==> config.mk <==
export PLATFORM = sky130hd
export DESIGN_NAME = biphase_decoder
export DESIGN_NICKNAME = d
export VERILOG_FILES = /design/src/rtl/biphase_pkg.sv /design/src/rtl/biphase_interval.sv /design/src/rtl/biphase_decoder.sv
export SDC_FILE = /design/constraint.sdc
export NUM_CORES = 1
export LEC_CHECK = 0
export BUFFER_PORTS_ARGS = -buffer_cell sky130_fd_sc_hd__buf_2
export CORE_MARGIN = 4
export CORE_UTILIZATION = 54
export DETAILED_ROUTE_END_ITERATION = 8
export PLACE_DENSITY = 0.82
export SLEW_MARGIN = 15
export SYNTH_ARGS = -nofsm -noshare
export SYNTH_HDL_FRONTEND = slang
export SYNTH_HIERARCHICAL = 1
export SYNTH_SLANG_ARGS = --single-unit
export TNS_END_PERCENT = 50
==> constraint.sdc <==
create_clock -name clk -period 4.05 [get_ports clk]
set_input_delay 0.81 -clock clk [delete_from_list [all_inputs] [get_ports clk]]
set_output_delay 0.81 -clock clk [all_outputs]
set_load 0.01 [all_outputs]
==> src/rtl/biphase_pkg.sv <==
// Shared types and constants for the biphase-mark receive path.
// Interval classes, preamble codes and decoder states.
package biphase_pkg;

    localparam int SUBFRAME_BITS = 28;

    typedef enum logic [1:0] {
        PRE_B = 2'd0,
        PRE_M = 2'd1,
        PRE_W = 2'd2
    } preamble_t;

    typedef enum logic [1:0] {
        IV_SHORT   = 2'd0,
        IV_MED     = 2'd1,
        IV_LONG    = 2'd2,
        IV_INVALID = 2'd3
    } ival_t;

    typedef enum logic [1:0] {
        HUNT = 2'd0,
        PRE  = 2'd1,
        DATA = 2'd2,
        SYNC = 2'd3
    } state_t;

endpackage

==> src/rtl/biphase_interval.sv <==
// Line synchronizer, edge detector and transition-interval classifier.
// Emits one classified interval per line edge, or INVALID on loss of signal.
module biphase_interval
    import biphase_pkg::*;
#(
    parameter int UI_CLKS = 8
) (
    input  logic  clk,
    input  logic  rst,
    input  logic  line_in,
    output logic  ival_valid,
    output ival_t ival
);

    localparam int SAT = 7 * UI_CLKS / 2;
    localparam int CW  = $clog2(SAT + 1);

    localparam logic [CW-1:0] T_SHORT = CW'(UI_CLKS / 2);
    localparam logic [CW-1:0] T_MED   = CW'(3 * UI_CLKS / 2);
    localparam logic [CW-1:0] T_LONG  = CW'(5 * UI_CLKS / 2);
    localparam logic [CW-1:0] T_SAT   = CW'(SAT);
    localparam logic [CW-1:0] T_PRE   = CW'(SAT - 1);

    logic          r_s1;
    logic          r_s2;
    logic          r_s3;
    logic [CW-1:0] r_cnt;
    logic          r_valid;
    ival_t         r_ival;

    logic          w_edge;
    logic          w_sat;

    function automatic ival_t classify(input logic [CW-1:0] l);
        if (l < T_SHORT)     return IV_INVALID;
        else if (l < T_MED)  return IV_SHORT;
        else if (l < T_LONG) return IV_MED;
        else if (l < T_SAT)  return IV_LONG;
        else                 return IV_INVALID;
    endfunction

    assign w_edge = r_s2 ^ r_s3;
    // Fires once, on the step into saturation; edges reset it.
    assign w_sat  = !w_edge && (r_cnt == T_PRE);

    always_ff @(posedge clk) begin
        if (rst) begin
            r_s1    <= 1'b0;
            r_s2    <= 1'b0;
            r_s3    <= 1'b0;
            r_cnt   <= '0;
            r_valid <= 1'b0;
            r_ival  <= IV_INVALID;
        end else begin
            r_s1    <= line_in;
            r_s2    <= r_s1;
            r_s3    <= r_s2;
            r_valid <= w_edge | w_sat;
            r_ival  <= w_edge ? classify(r_cnt) : IV_INVALID;
            if (w_edge)
                r_cnt <= CW'(1);
            else if (r_cnt != T_SAT)
                r_cnt <= r_cnt + CW'(1);
        end
    end

    assign ival_valid = r_valid;
    assign ival       = r_ival;

endmodule

==> src/rtl/biphase_decoder.sv <==
// Biphase-mark subframe decoder: preamble detection, bit recovery,
// 28-bit word assembly with parity status and lock tracking.
module biphase_decoder
    import biphase_pkg::*;
#(
    parameter int UI_CLKS = 8
) (
    input  logic        clk,
    input  logic        rst,
    input  logic        line_in,
    output logic [27:0] data_out,
    output logic [1:0]  preamble_out,
    output logic        parity_ok,
    output logic        valid_out,
    output logic        locked,
    output logic        err_out
);

    localparam int NB = SUBFRAME_BITS;

    logic                w_iv_valid;
    ival_t               w_iv;

    state_t              r_state;
    logic [1:0]          r_idx;
    ival_t               r_p1;
    preamble_t           r_pre;
    logic                r_pend;
    logic [4:0]          r_bits;
    logic [NB-1:0]       r_shift;
    logic [NB-1:0]       r_data;
    preamble_t           r_pre_out;
    logic                r_par;
    logic                r_valid;
    logic                r_locked;
    logic                r_err;

    state_t              w_nstate;
    logic [1:0]          w_nidx;
    ival_t               w_np1;
    preamble_t           w_npre;
    logic                w_npend;
    logic [4:0]          w_nbits;
    logic [NB-1:0]       w_nshift;
    logic                w_bit_en;
    logic                w_bit;
    logic                w_done;
    logic                w_err;

    biphase_interval #(
        .UI_CLKS(UI_CLKS)
    ) u_interval (
        .clk        (clk),
        .rst        (rst),
        .line_in    (line_in),
        .ival_valid (w_iv_valid),
        .ival       (w_iv)
    );

    always_comb begin
        w_nstate = r_state;
        w_nidx   = r_idx;
        w_np1    = r_p1;
        w_npre   = r_pre;
        w_npend  = r_pend;
        w_nbits  = r_bits;
        w_nshift = r_shift;
        w_bit_en = 1'b0;
        w_bit    = 1'b0;
        w_done   = 1'b0;
        w_err    = 1'b0;
        if (w_iv_valid) begin
            unique case (r_state)
                HUNT: begin
                    if (w_iv == IV_LONG) begin
                        w_nstate = PRE;
                        w_nidx   = 2'd1;
                    end
                end
                PRE: begin
                    case (r_idx)
                        2'd1: begin
                            if (w_iv == IV_INVALID) begin
                                w_err = 1'b1;
                            end else begin
                                w_np1  = w_iv;
                                w_nidx = 2'd2;
                            end
                        end
                        2'd2: begin
                            if (w_iv != IV_SHORT)
                                w_err = 1'b1;
                            else
                                w_nidx = 2'd3;
                        end
                        default: begin
                            unique case (1'b1)
                                (r_p1 == IV_SHORT && w_iv == IV_LONG):
                                    w_npre = PRE_B;
                                (r_p1 == IV_LONG && w_iv == IV_SHORT):
                                    w_npre = PRE_M;
                                (r_p1 == IV_MED && w_iv == IV_MED):
                                    w_npre = PRE_W;
                                default:
                                    w_err = 1'b1;
                            endcase
                            w_nstate = DATA;
                            w_nbits  = '0;
                            w_npend  = 1'b0;
                        end
                    endcase
                end
                DATA: begin
                    case (w_iv)
                        IV_MED: begin
                            if (r_pend) begin
                                w_err = 1'b1;
                            end else begin
                                w_bit_en = 1'b1;
                                w_bit    = 1'b0;
                            end
                        end
                        IV_SHORT: begin
                            if (r_pend) begin
                                w_bit_en = 1'b1;
                                w_bit    = 1'b1;
                                w_npend  = 1'b0;
                            end else begin
                                w_npend  = 1'b1;
                            end
                        end
                        default: w_err = 1'b1;
                    endcase
                    if (w_bit_en) begin
                        w_nshift = {w_bit, r_shift[NB-1:1]};
                        w_nbits  = r_bits + 5'd1;
                        if (r_bits == 5'(NB - 1)) begin
                            w_done   = 1'b1;
                            w_nstate = SYNC;
                        end
                    end
                end
                SYNC: begin
                    if (w_iv == IV_LONG) begin
                        w_nstate = PRE;
                        w_nidx   = 2'd1;
                    end else begin
                        w_err = 1'b1;
                    end
                end
            endcase
        end
        if (w_err) begin
            w_nstate = HUNT;
            w_npend  = 1'b0;
            w_done   = 1'b0;
        end
    end

    always_ff @(posedge clk) begin
        if (rst) begin
            r_state   <= HUNT;
            r_idx     <= 2'd0;
            r_p1      <= IV_SHORT;
            r_pre     <= PRE_B;
            r_pend    <= 1'b0;
            r_bits    <= '0;
            r_shift   <= '0;
            r_data    <= '0;
            r_pre_out <= PRE_B;
            r_par     <= 1'b0;
            r_valid   <= 1'b0;
            r_locked  <= 1'b0;
            r_err     <= 1'b0;
        end else begin
            r_state <= w_nstate;
            r_idx   <= w_nidx;
            r_p1    <= w_np1;
            r_pre   <= w_npre;
            r_pend  <= w_npend;
            r_bits  <= w_nbits;
            r_shift <= w_nshift;
            r_valid <= w_done;
            r_err   <= w_err;
            if (w_done) begin
                r_data    <= w_nshift;
                r_pre_out <= r_pre;
                r_par     <= ~(^w_nshift);
                r_locked  <= 1'b1;
            end else if (w_err) begin
                r_locked  <= 1'b0;
            end
        end
    end

    assign data_out     = r_data;
    assign preamble_out = r_pre_out;
    assign parity_ok    = r_par;
    assign valid_out    = r_valid;
    assign locked       = r_locked;
    assign err_out      = r_err;

endmodule

==> flow_summary.yaml <==
outcome:
  status: "complete, no violations"
drt:
  vias_per_cell: 5.18
  via_count: 2959
  first_pass_iters: 4
  routed_wl_um: 7370
  drc_errors: 0
  initialDrtViolationCount: 131
  final_antenna_net_count: 0
  drt-wirelength-per-cell_um: 12.9
min_path:
  hold_class: "flip-flop to flip-flop"
  min-delay-start: "data_out[18]$_SDFFE_PP0P_"
synth:
  yosysUniqueCellTypes: 48
  yosys_warnings: 6
  synthTopCellsByArea: "dfxtp_1 46%, nand2_1 12%, a21oi_1 9.2%"
  synth_edf_count: 0
  synth-compound-area-share: 0.123
  synth_top_flop_cell: "dfxtp_1"
  synth_top_cell_area_share: 0.464
  synth_mux_area_frac: 0.0243
  synth_top_family_by_area: "simple AND/OR/NAND/NOR gates"
  synth_most_common_cell: "nand2_1"
  async_flop_share: 0
  synth_area_per_cell_um2: 8.44
  synth_fa_ha_area_frac: 0.0266
  ys_ff_latch: 87
  syn-num-nets: 456
  synth_common_cells: "120 x nand2_1, 87 x dfxtp_1, 69 x a21oi_1"
  synth_top_area_cell: "dfxtp_1"
  synthCells: 445
  synthSimpleGateAreaFrac: 0.218
  synth-xor-area-share: 0.104
  syn-cell-area_um2: 3760
  synth_seq_area_share: 0.464
floorplan:
  die_area_um2: 8360
  fp.dieW_um: 91.4
  initial_utilization: 0.553
  rows: 30
  core_um2: 6790
  num_io_pins: 37
  die_h_um: 91.4
global_route:
  gr-total-overflow: 0
  grt_usage: 0.182
  antenna_found_initial: 0
  grt_pass1_vias: 2759
  grt_max_degree: 60
  grt_pass1_wl_um: 12400
final_layout:
  nNetsFinal: 481
  multi_input_area_um2: 1860
  area_delta_synth_final_pct: 10.9
  drive_above_1_share: 0.131
  n_fill_cell: 590
  fin_cells: 571
  n_antenna_cell: 0
  regArea_um2: 1740
power:
  p_sw_frac: 0.212
  pwr-share-clk: 0.410
  power_frac_seq: 0.573
  p_per_area_nw_per_um2: 362
  power_switching_w: 0.000319
  ir_drop_uv: 252
  power_frac_comb: 0.017
  p_int_w: 0.00119
  p_leak_nw: 1.53
sta:
  final.min_clock_period_ps: 2890
  max_slew.worst_pin.slew_ps: 1010
  slew_headroom: 0.330
  finClkSkew_ps: 8.83
  setup_violations: 0
  maxSlewViolCount: 0
  fmax_mhz: 346
  min_period_over_period: 0.714
  hold_violations: 0
  rsz0062_at_grt: "false"
  setup_total_negative_slack_ps: 0
cts:
  post-cts-setup-buffers: 0
  path_clk_slew_ps: 80
  cts-hold-fix-buffers: 0
  cts_tree: "yes"
  cts_resized: 0
  htreeDepth: 3
  clockBufferDepth: 2
  cts_inserted_buffers: 9
  clk-insertion-delay-late_ps: 350
  cts_sinks: 87
  cts_root_buf: "clkbuf_8"
worst_setup_path:
  crit_start: "r_state[0]$_SDFFE_PP0P_"
  reg2reg_from: "r_state[0]$_SDFFE_PP0P_"
  r2r_slack_ps: 1160
  cp_data_arrival_time_ps: 3090
  path_class: "flip-flop to flip-flop"
  required_ps: 4240
  crit_path_end_kind: "flip-flop"
  crit_path_start_kind: "flip-flop"
  critPathMaxFanout: 34
place:
  gp_congestion: 0.820
  hpwl_um: 5110
  place_inst: 555
  numPortBuffers: 36
flow_run:
  maxCapViolCount: 0
routing by layer:
layer,global-route usage,up-vias,wire length [um]
li1,-,1516,-
met1,0.236,1373,3490
met2,0.287,66,3460
met3,0.0497,4,361
met4,0.0691,0,70
met5,0,-,0
worst max-delay path, stage by stage (launching register included):
cell	delay (ps)
dfxtp_1	340
inv_1	80
ha_1	330
and3b_1	280
nand2_2	380
nor2_1	320
nand3_1	460
buf_4	380
nand2_1	80
a21oi_1	60
state kept, by name, indices dropped and copies added (netlist names):
signal,cells
r_p1,2
r_pre,2
u_interval/r_s1,1
r_idx,2
err_out,1
u_interval/r_s2,1
r_bits,5
r_state,2
preamble_out,2
valid_out,1
u_interval/r_cnt,5
u_interval/ival_valid,1
r_pend,1
data_out,28
u_interval/ival,2
r_shift,28
locked,1
parity_ok,1
u_interval/r_s3,1
per-stage QoR:
| step | hold WS [ps] | power, W | setup slack, ps | utilization | instance area, um2 |
|---|---|---|---|---|---|
| after detailed placement | 443 | 0.000910 | 1180 | 0.583 | 3960 |
| final | 450 | 0.00151 | 1160 | 0.613 | 4170 |
| after CTS | 453 | 0.00152 | 1170 | 0.613 | 4170 |
| after floorplan | 414 | 0.000905 | 2090 | - | 3760 |
| after global routing | 475 | 0.00156 | 909 | 0.613 | 4170 |
| after global placement | 419 | 0.000908 | 1340 | 0.583 | 3960 |
cell usage in the layout, fill, tap and decap left out, types with 2 or more instances in the layout:
cell      synthesis  layout
ha_1              8       8
inv_1             8       8
nand2b_1          4       4
nand4b_1          2       2
nor4b_1           3       3
xnor2_2           2       2
a21oi_1          69      69
o21a_1            2       2
nor2b_1           8       8
xnor2_1          21      21
buf_4             1       3
xor2_1            9       9
nand4_1           2       2
nor3_1            4       4
nand2_1         120     120
mux2i_1           8       8
clkbuf_8          0      11
xnor3_1           3       3
dfxtp_1          87      87
nand3_1           8       8
nor2_1           23      23
o21ai_0           4       4
buf_2             6      36
o21bai_1          2       2
cell families after synthesis:
logic type | count (synthesis)
buf+inv | 34
simple gates | 186
mux | 9
flops | 87
compound gates | 85
fa+ha+maj | 8
xor+xnor | 36
cell type report:
cell class / instances / area share
well taps: 96 / 0.0288
clock buffers: 12 / 0.0372
multi-input cells: 324 / 0.447
repair buffers: 39 / 0.0486
clock inverters: 4 / 0.0126
flip-flops and latches: 87 / 0.418
inverters: 9 / 0.00811
path summary, 6_finish.rpt:
path,end,cells past startpoint
setup / recovery,data_out[13]$_SDFFE_PP0P_,9
hold / removal,data_out[18]$_SDFFE_PP0P_,2
setup reg to reg,data_out[13]$_SDFFE_PP0P_,9
hold reg to reg,data_out[18]$_SDFFE_PP0P_,2
power by group through the flow:
stage,Combinational [W],Sequential (W),Clock [W]
6_report,0.0000254,0.000864,0.000618
3_3_place_gp,0.0000249,0.000883,0
4_1_cts,0.0000258,0.000864,0.000630
2_1_floorplan,0.0000231,0.000882,0
3_5_place_dp,0.0000258,0.000884,0
5_1_grt,0.0000289,0.000864,0.000664
No activity file was read; power rests on OpenSTA's default activity.
